`config.mk`:
```
export PLATFORM = sky130hd
export DESIGN_NAME = exe_stage
export DESIGN_NICKNAME = d
export VERILOG_FILES = /design/src/rtl/exe_pkg.sv /design/src/rtl/exe_stage_seq_multiplier.sv /design/src/rtl/exe_stage.sv
export SDC_FILE = /design/constraint.sdc
export NUM_CORES = 1
export LEC_CHECK = 0
export ABC_AREA = 1
export CORE_ASPECT_RATIO = 2
export CORE_MARGIN = 2
export CORE_UTILIZATION = 46
export CTS_CLUSTER_SIZE = 28
export DETAILED_ROUTE_END_ITERATION = 8
export PLACE_DENSITY = 0.68
export SYNTH_ARGS = -nofsm -noshare
export SYNTH_HDL_FRONTEND = slang
export SYNTH_SLANG_ARGS = --single-unit
```
`constraint.sdc`:
```
create_clock -name clk -period 2.75 [get_ports clk]
set_clock_uncertainty 0.1 [all_clocks]
set_input_delay 0.275 -clock clk [delete_from_list [all_inputs] [get_ports clk]]
set_output_delay 0.275 -clock clk [all_outputs]
set_load 0.005 [all_outputs]
```
`src/rtl/exe_pkg.sv`:
```
// Shared definitions for the EX stage: ALU op codes, FSM state encoding and width defaults.
package exe_pkg;
  localparam int DEF_DATA_W = 32;
  localparam int DEF_REG_AW = 5;

  localparam logic [2:0] EXE_ADD = 3'b000;
  localparam logic [2:0] EXE_SUB = 3'b001;
  localparam logic [2:0] EXE_AND = 3'b010;
  localparam logic [2:0] EXE_OR  = 3'b011;
  localparam logic [2:0] EXE_XOR = 3'b100;
  localparam logic [2:0] EXE_SLT = 3'b101;
  localparam logic [2:0] EXE_SLL = 3'b110;
  localparam logic [2:0] EXE_MUL = 3'b111;

  typedef enum logic {ST_IDLE = 1'b0, ST_BUSY = 1'b1} state_e;
endpackage

```
`src/rtl/exe_stage_seq_multiplier.sv`:
```
// Iterative shift-add multiplier: one partial product per cycle, DATA_W cycles per operation.
module seq_multiplier
  import exe_pkg::*;
#(
  parameter int DATA_W = DEF_DATA_W
) (
  input  logic              clk,
  input  logic              rst,
  input  logic              start,
  input  logic              flush,
  input  logic [DATA_W-1:0] a,
  input  logic [DATA_W-1:0] b,
  output logic              busy,
  output logic              done,
  output logic [DATA_W-1:0] product
);
  localparam int CW = $clog2(DATA_W);

  state_e            state_q, state_d;
  logic [DATA_W-1:0] a_q, a_d, b_q, b_d, acc_q, acc_d;
  logic [CW-1:0]     cnt_q, cnt_d;
  logic [DATA_W-1:0] acc_next;
  logic              last;

  assign last     = (cnt_q == CW'(DATA_W - 1));
  assign acc_next = b_q[0] ? acc_q + a_q : acc_q;
  assign busy     = (state_q == ST_BUSY);
  // Final partial product is folded in combinationally so the result is ready on the last edge.
  assign done     = busy && !flush && last;
  assign product  = acc_next;

  always_comb begin
    state_d = state_q;
    a_d     = a_q;
    b_d     = b_q;
    acc_d   = acc_q;
    cnt_d   = cnt_q;
    case (state_q)
      ST_IDLE: begin
        if (start) begin
          a_d     = a;
          b_d     = b;
          acc_d   = '0;
          cnt_d   = '0;
          state_d = ST_BUSY;
        end
      end
      ST_BUSY: begin
        if (flush) begin
          cnt_d   = '0;
          state_d = ST_IDLE;
        end else begin
          acc_d = acc_next;
          a_d   = a_q << 1;
          b_d   = b_q >> 1;
          cnt_d = cnt_q + 1'b1;
          if (last) state_d = ST_IDLE;
        end
      end
      default: state_d = ST_IDLE;
    endcase
  end

  always_ff @(posedge clk or negedge rst) begin
    if (!rst) begin
      state_q <= ST_IDLE;
      a_q     <= '0;
      b_q     <= '0;
      acc_q   <= '0;
      cnt_q   <= '0;
    end else begin
      state_q <= state_d;
      a_q     <= a_d;
      b_q     <= b_d;
      acc_q   <= acc_d;
      cnt_q   <= cnt_d;
    end
  end
endmodule

```
`src/rtl/exe_stage.sv`:
```
// EX pipeline stage: single-cycle ALU plus iterative MUL, registering the EX/MEM bundle.
module exe_stage
  import exe_pkg::*;
#(
  parameter int DATA_W = DEF_DATA_W,
  parameter int REG_AW = DEF_REG_AW
) (
  input  logic              clk,
  input  logic              rst,
  input  logic              in_valid,
  input  logic [2:0]        exe_cmd,
  input  logic              alu_src,
  input  logic              reg_dst,
  input  logic              m_in,
  input  logic [1:0]        wb_in,
  input  logic [DATA_W-1:0] read_data1,
  input  logic [DATA_W-1:0] read_data2,
  input  logic [DATA_W-1:0] sign_ex,
  input  logic [DATA_W-1:0] pc_in,
  input  logic [REG_AW-1:0] dest1,
  input  logic [REG_AW-1:0] dest2,
  input  logic              flush,
  output logic              stall,
  output logic              out_valid,
  output logic [DATA_W-1:0] alu_result,
  output logic [DATA_W-1:0] store_data,
  output logic [REG_AW-1:0] dest_out,
  output logic              m_out,
  output logic [1:0]        wb_out,
  output logic [DATA_W-1:0] pc_out
);
  localparam int SH_W = $clog2(DATA_W);

  logic signed [DATA_W-1:0] op_a, op_b;
  logic [DATA_W-1:0]        alu_res;
  logic                     accept, mul_start, mul_busy, mul_done;
  logic [DATA_W-1:0]        mul_product;

  logic              out_valid_q, out_valid_d, m_q, m_d, m_pend_q, m_pend_d;
  logic [1:0]        wb_q, wb_d, wb_pend_q, wb_pend_d;
  logic [DATA_W-1:0] alu_q, alu_d, store_q, store_d, pc_q, pc_d;
  logic [REG_AW-1:0] dest_q, dest_d;

  assign op_a      = read_data1;
  assign op_b      = alu_src ? sign_ex : read_data2;
  assign accept    = !mul_busy && in_valid && !flush;
  assign mul_start = accept && (exe_cmd == EXE_MUL);

  always_comb begin
    alu_res = '0;
    case (exe_cmd)
      EXE_ADD: alu_res = op_a + op_b;
      EXE_SUB: alu_res = op_a - op_b;
      EXE_AND: alu_res = op_a & op_b;
      EXE_OR:  alu_res = op_a | op_b;
      EXE_XOR: alu_res = op_a ^ op_b;
      EXE_SLT: alu_res = {{(DATA_W-1){1'b0}}, (op_a < op_b)};
      EXE_SLL: alu_res = op_a << op_b[SH_W-1:0];
      default: alu_res = '0;
    endcase
  end

  seq_multiplier #(.DATA_W(DATA_W)) u_mul (
    .clk     (clk),
    .rst     (rst),
    .start   (mul_start),
    .flush   (flush),
    .a       (read_data1),
    .b       (op_b),
    .busy    (mul_busy),
    .done    (mul_done),
    .product (mul_product)
  );

  always_comb begin
    out_valid_d = out_valid_q;
    alu_d       = alu_q;
    store_d     = store_q;
    pc_d        = pc_q;
    dest_d      = dest_q;
    m_d         = m_q;
    wb_d        = wb_q;
    m_pend_d    = m_pend_q;
    wb_pend_d   = wb_pend_q;
    if (mul_busy) begin
      if (flush) begin
        out_valid_d = 1'b0;
        m_d         = 1'b0;
        wb_d        = '0;
      end else if (mul_done) begin
        out_valid_d = 1'b1;
        alu_d       = mul_product;
        m_d         = m_pend_q;
        wb_d        = wb_pend_q;
      end
    end else if (accept) begin
      store_d   = read_data2;
      pc_d      = pc_in;
      dest_d    = reg_dst ? dest2 : dest1;
      m_pend_d  = m_in;
      wb_pend_d = wb_in;
      // MUL parks its control bits until the product is ready.
      if (mul_start) begin
        out_valid_d = 1'b0;
        m_d         = 1'b0;
        wb_d        = '0;
      end else begin
        out_valid_d = 1'b1;
        alu_d       = alu_res;
        m_d         = m_in;
        wb_d        = wb_in;
      end
    end else begin
      out_valid_d = 1'b0;
      m_d         = 1'b0;
      wb_d        = '0;
    end
  end

  always_ff @(posedge clk or negedge rst) begin
    if (!rst) begin
      out_valid_q <= 1'b0;
      alu_q       <= '0;
      store_q     <= '0;
      pc_q        <= '0;
      dest_q      <= '0;
      m_q         <= 1'b0;
      wb_q        <= '0;
      m_pend_q    <= 1'b0;
      wb_pend_q   <= '0;
    end else begin
      out_valid_q <= out_valid_d;
      alu_q       <= alu_d;
      store_q     <= store_d;
      pc_q        <= pc_d;
      dest_q      <= dest_d;
      m_q         <= m_d;
      wb_q        <= wb_d;
      m_pend_q    <= m_pend_d;
      wb_pend_q   <= wb_pend_d;
    end
  end

  assign stall      = mul_busy;
  assign out_valid  = out_valid_q;
  assign alu_result = alu_q;
  assign store_data = store_q;
  assign pc_out     = pc_q;
  assign dest_out   = dest_q;
  assign m_out      = m_q;
  assign wb_out     = wb_q;
endmodule

```
# After elaboration in Yosys (flattened, before gate mapping)

Index checks and enable logic that the tools add are counted.
Widths: inputs -> output; s select.

Register bits after elaboration: 210
Bits in latches: 0
Bits in writable memories: 0
Bits in read-only memories: 0
Bits of input ports: 150
Output and inout port bits: 106
Memories: 0

$add $sub $neg: 4
Multipliers: 0
Div/mod/pow operators: 0
Order comparisons: 1
Equality and inequality tests: 13
Shift operators: 1
Mux-type cells: 40
Bitwise logic cells: 4
Reduce and logical (&&, ||, !) cells: 12

Operators with widths:

| cell                | number |
|---|---|
| $mux 32             | 13 |
| $pmux 32 s7         | 1 |
| $pmux 32 s2         | 3 |
| $add 32x32->32      | 2 |
| $and 32x32->32      | 1 |
| $lt 32x32->1        | 1 |
| $or 32x32->32       | 1 |
| $shl 32x5->32       | 1 |
| $sub 32x32->32      | 1 |
| $xor 32x32->32      | 1 |
| $mux 5              | 3 |
| $mux 1              | 13 |
| $eq 3x3->1 const B  | 4 |
| $mux 2              | 5 |
| $pmux 5 s2          | 1 |
| $eq 3x2->1 const B  | 2 |
| $ne 2x2->1 const B  | 3 |
| $add 5x1->5 const B | 1 |
| $eq 5x5->1 const B  | 1 |
| $logic_and 1x1->1   | 5 |
| $reduce_and 2->1    | 2 |
| $reduce_and 4->1    | 1 |
| $eq 3x1->1 const B  | 1 |
| $logic_not 3->1     | 1 |
| 6 further kinds     | 7 |

# Logic depth before layout (Yosys ltp)

Word-level depth: 7
Mapped depth: 24
Gate-level depth less buffers: 22

# Hierarchy

From an unflattened synthesis, not the netlist that was laid out.

Cells, all modules: 3365
Area, all modules: 20379.5 um2

By module, submodules not included:

| module         | instances | cells each | area an instance (um2) |
|---|---|---|---|
| exe_stage      | 1         | 2258       | 13083.8 |
| seq_multiplier | 1         | 1107       | 7295.7 |

# Least setup slack after synthesis

No wires, ideal clock.

Kind: input -> register
Start point: input alu_src
End point: register alu_q[31], in the netlist alu_result[31]
Setup time: 0.116 ns
Data arrival time: 2.599 ns
Required time: 2.534 ns
Slack: -0.065 ns
Stages: 22
Cell sequence: buf_6 > inv_6 > buf_6 > clkbuf_1 > or2_2 > o21ai_0 > ha_1 > buf_2 > nor2_1 > inv_1 > nor2_1 > nand2_1 > nor3_1 > nand2_1 > nand2_1 > nand2_1 > nand3_1 > nand3_1 > nand2_1 > nand2_1 > nand2_1 > nand2_1

Cells in the longest elaborated chain, start to end: 6
Elaborated cells on any way between the ends: 11
Those cells by class: add/sub (2); shift (1); mux (5); bitwise (3)

Ends and longest elaborated chain:

| element                                | RTL line         | source |
|---|---|---|
| start: declaration                     | exe_stage.sv:12  | `input logic alu_src,` |
| $mux 32 (*)                            | exe_stage.sv:45  | `assign op_b = alu_src ? sign_ex : read_data2;` |
| $sub 32x32->32 (tied with other cells) | exe_stage.sv:53  | `EXE_SUB: alu_res = op_a - op_b;` |
| $pmux 32 s7 (*)                        | exe_stage.sv:51  | `case (exe_cmd)` |
| $mux 32 (*)                            | exe_stage.sv:103 | `if (mul_start) begin` |
| $mux 32 (*)                            | exe_stage.sv:96  | `end else if (accept) begin` |
| $mux 32 (*)                            | exe_stage.sv:85  | `if (mul_busy) begin` |
| end signal: assignment                 | exe_stage.sv:133 | `alu_q <= alu_d;` |
| end: declaration                       | exe_stage.sv:41  | `logic [DATA_W-1:0] alu_q, alu_d, store_q, store_d, pc_q, pc_d;` |

Every way passes the cells marked *; elsewhere a longest branch is shown, timed or not. The select of a mux whose other input is x is not followed.
A chain may end at the register's enable or synchronous reset.

# Worst setup path after layout

Start point: register u_mul.acc_q[2]
End point: register alu_q[25], in the netlist alu_result[25]

Cells in the longest elaborated chain, start to end: 5

Ends and longest elaborated chain:

| element                  | RTL line                       | source |
|---|---|---|
| start: declaration       | exe_stage_seq_multiplier.sv:20 | `logic [DATA_W-1:0] a_q, a_d, b_q, b_d, acc_q, acc_d;` |
| start signal: assignment | exe_stage_seq_multiplier.sv:69 | `acc_q <= '0;` |
| start signal: assignment | exe_stage_seq_multiplier.sv:75 | `acc_q <= acc_d;` |
| $add 32x32->32           | exe_stage_seq_multiplier.sv:26 | `assign acc_next = b_q[0] ? acc_q + a_q : acc_q;` |
| $mux 32                  | exe_stage_seq_multiplier.sv:26 |  |
| $mux 32                  | exe_stage.sv:90                | `end else if (mul_done) begin` |
| $mux 32                  | exe_stage.sv:86                | `if (flush) begin` |
| $mux 32                  | exe_stage.sv:85                |  |

Every way passes these cells. The select of a mux whose other input is x is not followed.

==> results.md <==
- The run finished with clean final reports.
- Yosys mapped the design onto 55 distinct sky130hd cell types.
- The clock sink count is 210.
- The CTS tree is done.
- The type of the most critical hold path is input port to flop.
- The length of the first detailed-routing pass in iterations is 8.
- The dominant synthesized flop cell is sky130_fd_sc_hd__dfrtp_1.
- From left edge to right edge, the die measures 150.2 µm.
- The count of nets left with antenna violations after detail routing is 0.
- The headroom to the max-slew limit is 0.4197.
- By area the synthesized netlist is led by sky130_fd_sc_hd__dfrtp_1, sky130_fd_sc_hd__nand2_1, sky130_fd_sc_hd__ha_1.
- The number of global-route vias before repair is 25550.
- The global-route usage over all layers is 0.4404.
- The average vias per placed instance is 5.696.
- Of the synthesized area, sequential elements account for 0.2673.
- The minimum clock period is 2.697 ns.
- The total count of hold-check failures in the final report is 0.
- For this run, the top clock speed supported by timing is 0.3708 GHz.
- The floorplan step defined a core boundary enclosing 42440 µm².
- After synthesis the cells add up to 19660 µm².
- The maximum vdd ir drop is 0.6271 mV.
- Of the post-synthesis cell area, the dominant cell type holds 0.2673.
- The clock passes through at most 3 buffers.
- The power density of the placed cells is 555.1 nW/µm².
- The average wire per cell in the routed design is 22.56 µm.
- The number of antenna violations at the first check in global routing is 5.
- The register bit count reported by yosys is 210.
- met2 is the most crowded layer.
- The data required time of the critical path is 3.08 ns.
- In the global route stage, met2 resource usage came out at 0.7781.
- For this run, global-route usage on met1 was measured as 0.4049.
- In this run the tool buffered the top-level ports with 255 buffer cells.
- The setup-violating endpoint count in the final report is 0.
- The most numerous cell type found on the critical path is sky130_fd_sc_hd__nand2_1.
- The number of pins exceeding their max-slew limit in the final report is 0.
- The routed via count is 25290.
- The maximum number of pins on one net before global-route repair is 121.
- Data arrives at the worst endpoint at 3.03 ns.
- Of all flip-flops after synthesis, the portion carrying an async set or reset was 1.000.
- After technology mapping, the gate count stands at 3148.
- The remaining design rule violation count is 0.
- The number of fill cells in the layout is 3657.
- The clock slew seen by the registers of the worst setup and hold paths is 0.07 ns.
- The post-route clock period utilization is 0.9807.
- Counting flops with a built-in enable in the synthesized netlist gives 0.
- The total wire length is 100.2 mm.
- The global-route met3 utilization is 0.1008.
- The ratio of cells with drive above 1 in the final layout is 0.2169.
- The design draws 15.66 mW.
- A synthesized cell averages 6.245 µm².
- Of all cell types, the one taking the most synthesized area is sky130_fd_sc_hd__dfrtp_1.
- During I/O placement, the number of pins put on the boundary was 256.
- The most common cell after layout, fill and taps aside is sky130_fd_sc_hd__nand2_1.
- The count of max-cap constraint violations is 0.
- After global routing the overflow that remains totals 0.
- The largest fanout of any net on the critical path is 3.
- The floorplan row count is 107.
- The iteration-0 DRC count of the detailed router is 1792.
- The die outline height is 296.4 µm.
- Setup repair after global routing could not meet its margin everywhere.
- For the final routed database, the setup TNS stands at 0 ns.
- The tree is rooted in a sky130_fd_sc_hd__clkbuf_16.
- For this run, the slowest stage of the critical path takes 0.39 ns.
- The first global-routing pass estimated 145.7 mm of wire.
- The die covers 44510 µm².
- The initial utilization of the core area, before any placement, comes to 0.4632.
- The final net count is 4181.
- The clock latency on the worst-skew pair is 0.56 ns.
- For this design the static power due to leakage is 14.64 nW.
- The routability congestion estimate from global placement is 1.052.
- The worst setup path is captured at a flop.
- The library cells used most frequently in the layout, excluding fill and tap cells, are sky130_fd_sc_hd__nand2_1, sky130_fd_sc_hd__buf_4, sky130_fd_sc_hd__nand3_1.
- The category of the critical setup timing path is flop to flop.
- The signal on the critical path passes through ha_1 > buf_4 > a21oi_1 > nand2_1 > nand2_1 > nand2_1 > buf_4 > a21o_1 > nand2_2 > nand2_1 > nand2_1 > nand3_1 > a21oi_2 > a21boi_1.
- When the netlist entered floorplanning its net count stood at 3451.
- TritonCTS created 21 clock buffers.
- Detailed placement ended at an HPWL of 79.65 mm.
- The standard cell with the maximum stage delay on the critical path is sky130_fd_sc_hd__dfrtp_1.
- The area growth from synthesis to layout is 43.56%.
- STA classifies the critical path startpoint as a flop.
- The count of warnings emitted by yosys is 0.
- For the pin with the worst max-slew slack, the measured transition is 0.8704 ns.
- In this run the number of H-tree levels came out at 1.
report_power, final:
part,internal [mW],switching (mW),total (mW)
registers,3.73,0.533,4.26
logic,3.45,4.70,8.14
clock network,1.90,1.36,3.26
critical path, delay by kind of cell (launching register included):
kind	cells	cell delay, ns
buf+inv	2	0.32
fa+ha+maj	1	0.33
simple gates	7	0.76
compound gates	4	0.70
flops	1	0.39
cell usage after synthesis, types with 3 or more instances:
master	number
sky130_fd_sc_hd__nand2_1	1032
sky130_fd_sc_hd__nand3_1	367
sky130_fd_sc_hd__inv_1	341
sky130_fd_sc_hd__nor2_1	272
sky130_fd_sc_hd__dfrtp_1	210
sky130_fd_sc_hd__a21oi_1	176
sky130_fd_sc_hd__ha_1	150
sky130_fd_sc_hd__o21ai_0	146
sky130_fd_sc_hd__clkbuf_1	66
sky130_fd_sc_hd__a31oi_1	64
sky130_fd_sc_hd__or2_2	42
sky130_fd_sc_hd__buf_2	37
sky130_fd_sc_hd__nand4_1	32
sky130_fd_sc_hd__nor3_1	20
sky130_fd_sc_hd__o22ai_1	19
sky130_fd_sc_hd__a21boi_1	18
sky130_fd_sc_hd__o21bai_1	18
sky130_fd_sc_hd__a221oi_1	9
sky130_fd_sc_hd__buf_1	9
sky130_fd_sc_hd__buf_6	9
sky130_fd_sc_hd__inv_2	8
sky130_fd_sc_hd__o211ai_1	8
sky130_fd_sc_hd__buf_4	7
sky130_fd_sc_hd__nor4_1	6
sky130_fd_sc_hd__o2111ai_1	6
sky130_fd_sc_hd__or2_1	6
sky130_fd_sc_hd__nand2_2	5
sky130_fd_sc_hd__xor2_1	5
sky130_fd_sc_hd__clkinv_1	4
sky130_fd_sc_hd__nand3_2	4
sky130_fd_sc_hd__o21a_1	4
sky130_fd_sc_hd__a21o_1	3
sky130_fd_sc_hd__clkbuf_2	3
sky130_fd_sc_hd__fa_1	3
sky130_fd_sc_hd__nand3b_1	3
sky130_fd_sc_hd__nor3_2	3
sky130_fd_sc_hd__o221ai_1	3
cell type report:
type / instances / area, µm² / area share
multi-input combinational: 2448 / 12990 / 0.4602
timing repair buffer: 841 / 7179 / 0.2544
sequential: 210 / 5256 / 0.1862
inverter: 356 / 1359 / 0.04815
tap: 545 / 681.9 / 0.02416
clock buffer: 27 / 588.1 / 0.02084
clock inverter: 9 / 162.7 / 0.005763
antenna: 3 / 7.507 / 0.0002660
path summary, 6_finish.rpt:
kind | startpoint | endpoint | slack, ns | cells after the start
worst min register to register | store_data[22] | store_data[22] | 0.38 | 2
worst max-delay path | u_mul.acc_q[2] | alu_result[25] | 0.05 | 14
worst max register to register | u_mul.acc_q[2] | alu_result[25] | 0.05 | 14
worst min-delay path | pc_in[3] | pc_out[3] | 0.16 | 3
max in group asynchronous | rst | alu_result[9] | 1.52 | 3
min in group asynchronous | rst | u_mul.cnt_q[3] | 0.18 | 2
repair_timing:
item	CTS	global route
pin swaps	5	34
setup endpoints to repair	18	33
hold buffers	1	0
hold endpoints to repair	67	0
setup buffers	4	9
resized for setup	39	158
cells by family after synthesis:
group / synth area share
buf+inv: 0.1036
fa+ha+maj: 0.09852
simple gates: 0.3848
flops: 0.2673
compound gates: 0.1435
xor+xnor: 0.002227
sequential cells by signal, indices dropped and copies added (netlist names), 5 cells and up:
register / cells
dest_out: 5
u_mul.b_q: 32
u_mul.a_q: 32
u_mul.acc_q: 32
pc_out: 32
store_data: 32
u_mul.cnt_q: 5
alu_result: 32
routing by layer:
metal,up-vias,routed length [µm],part of all wire
met5,-,9,0.000090
met4,2,12220,0.12
met3,545,7483,0.075
met2,1350,49450,0.49
met1,11700,30990,0.31
li1,11690,-,-
metrics by stage:
stage	utilization	instance area, µm²	hold slack (ns)	std cells	setup slack, ns
after detailed placement	0.6302	26740	0.1894	4386	-0.8487
after floorplan	-	19680	-0.1206	3148	0.006683
after global placement	0.6302	26740	0.1787	4386	-0.8053
final	0.6650	28220	0.1605	4439	0.05309
after global routing	0.6649	28220	0.1724	4437	-0.1398
after CTS	0.6515	27650	0.1549	4427	0.001371
(Power assumes the default switching activity.)
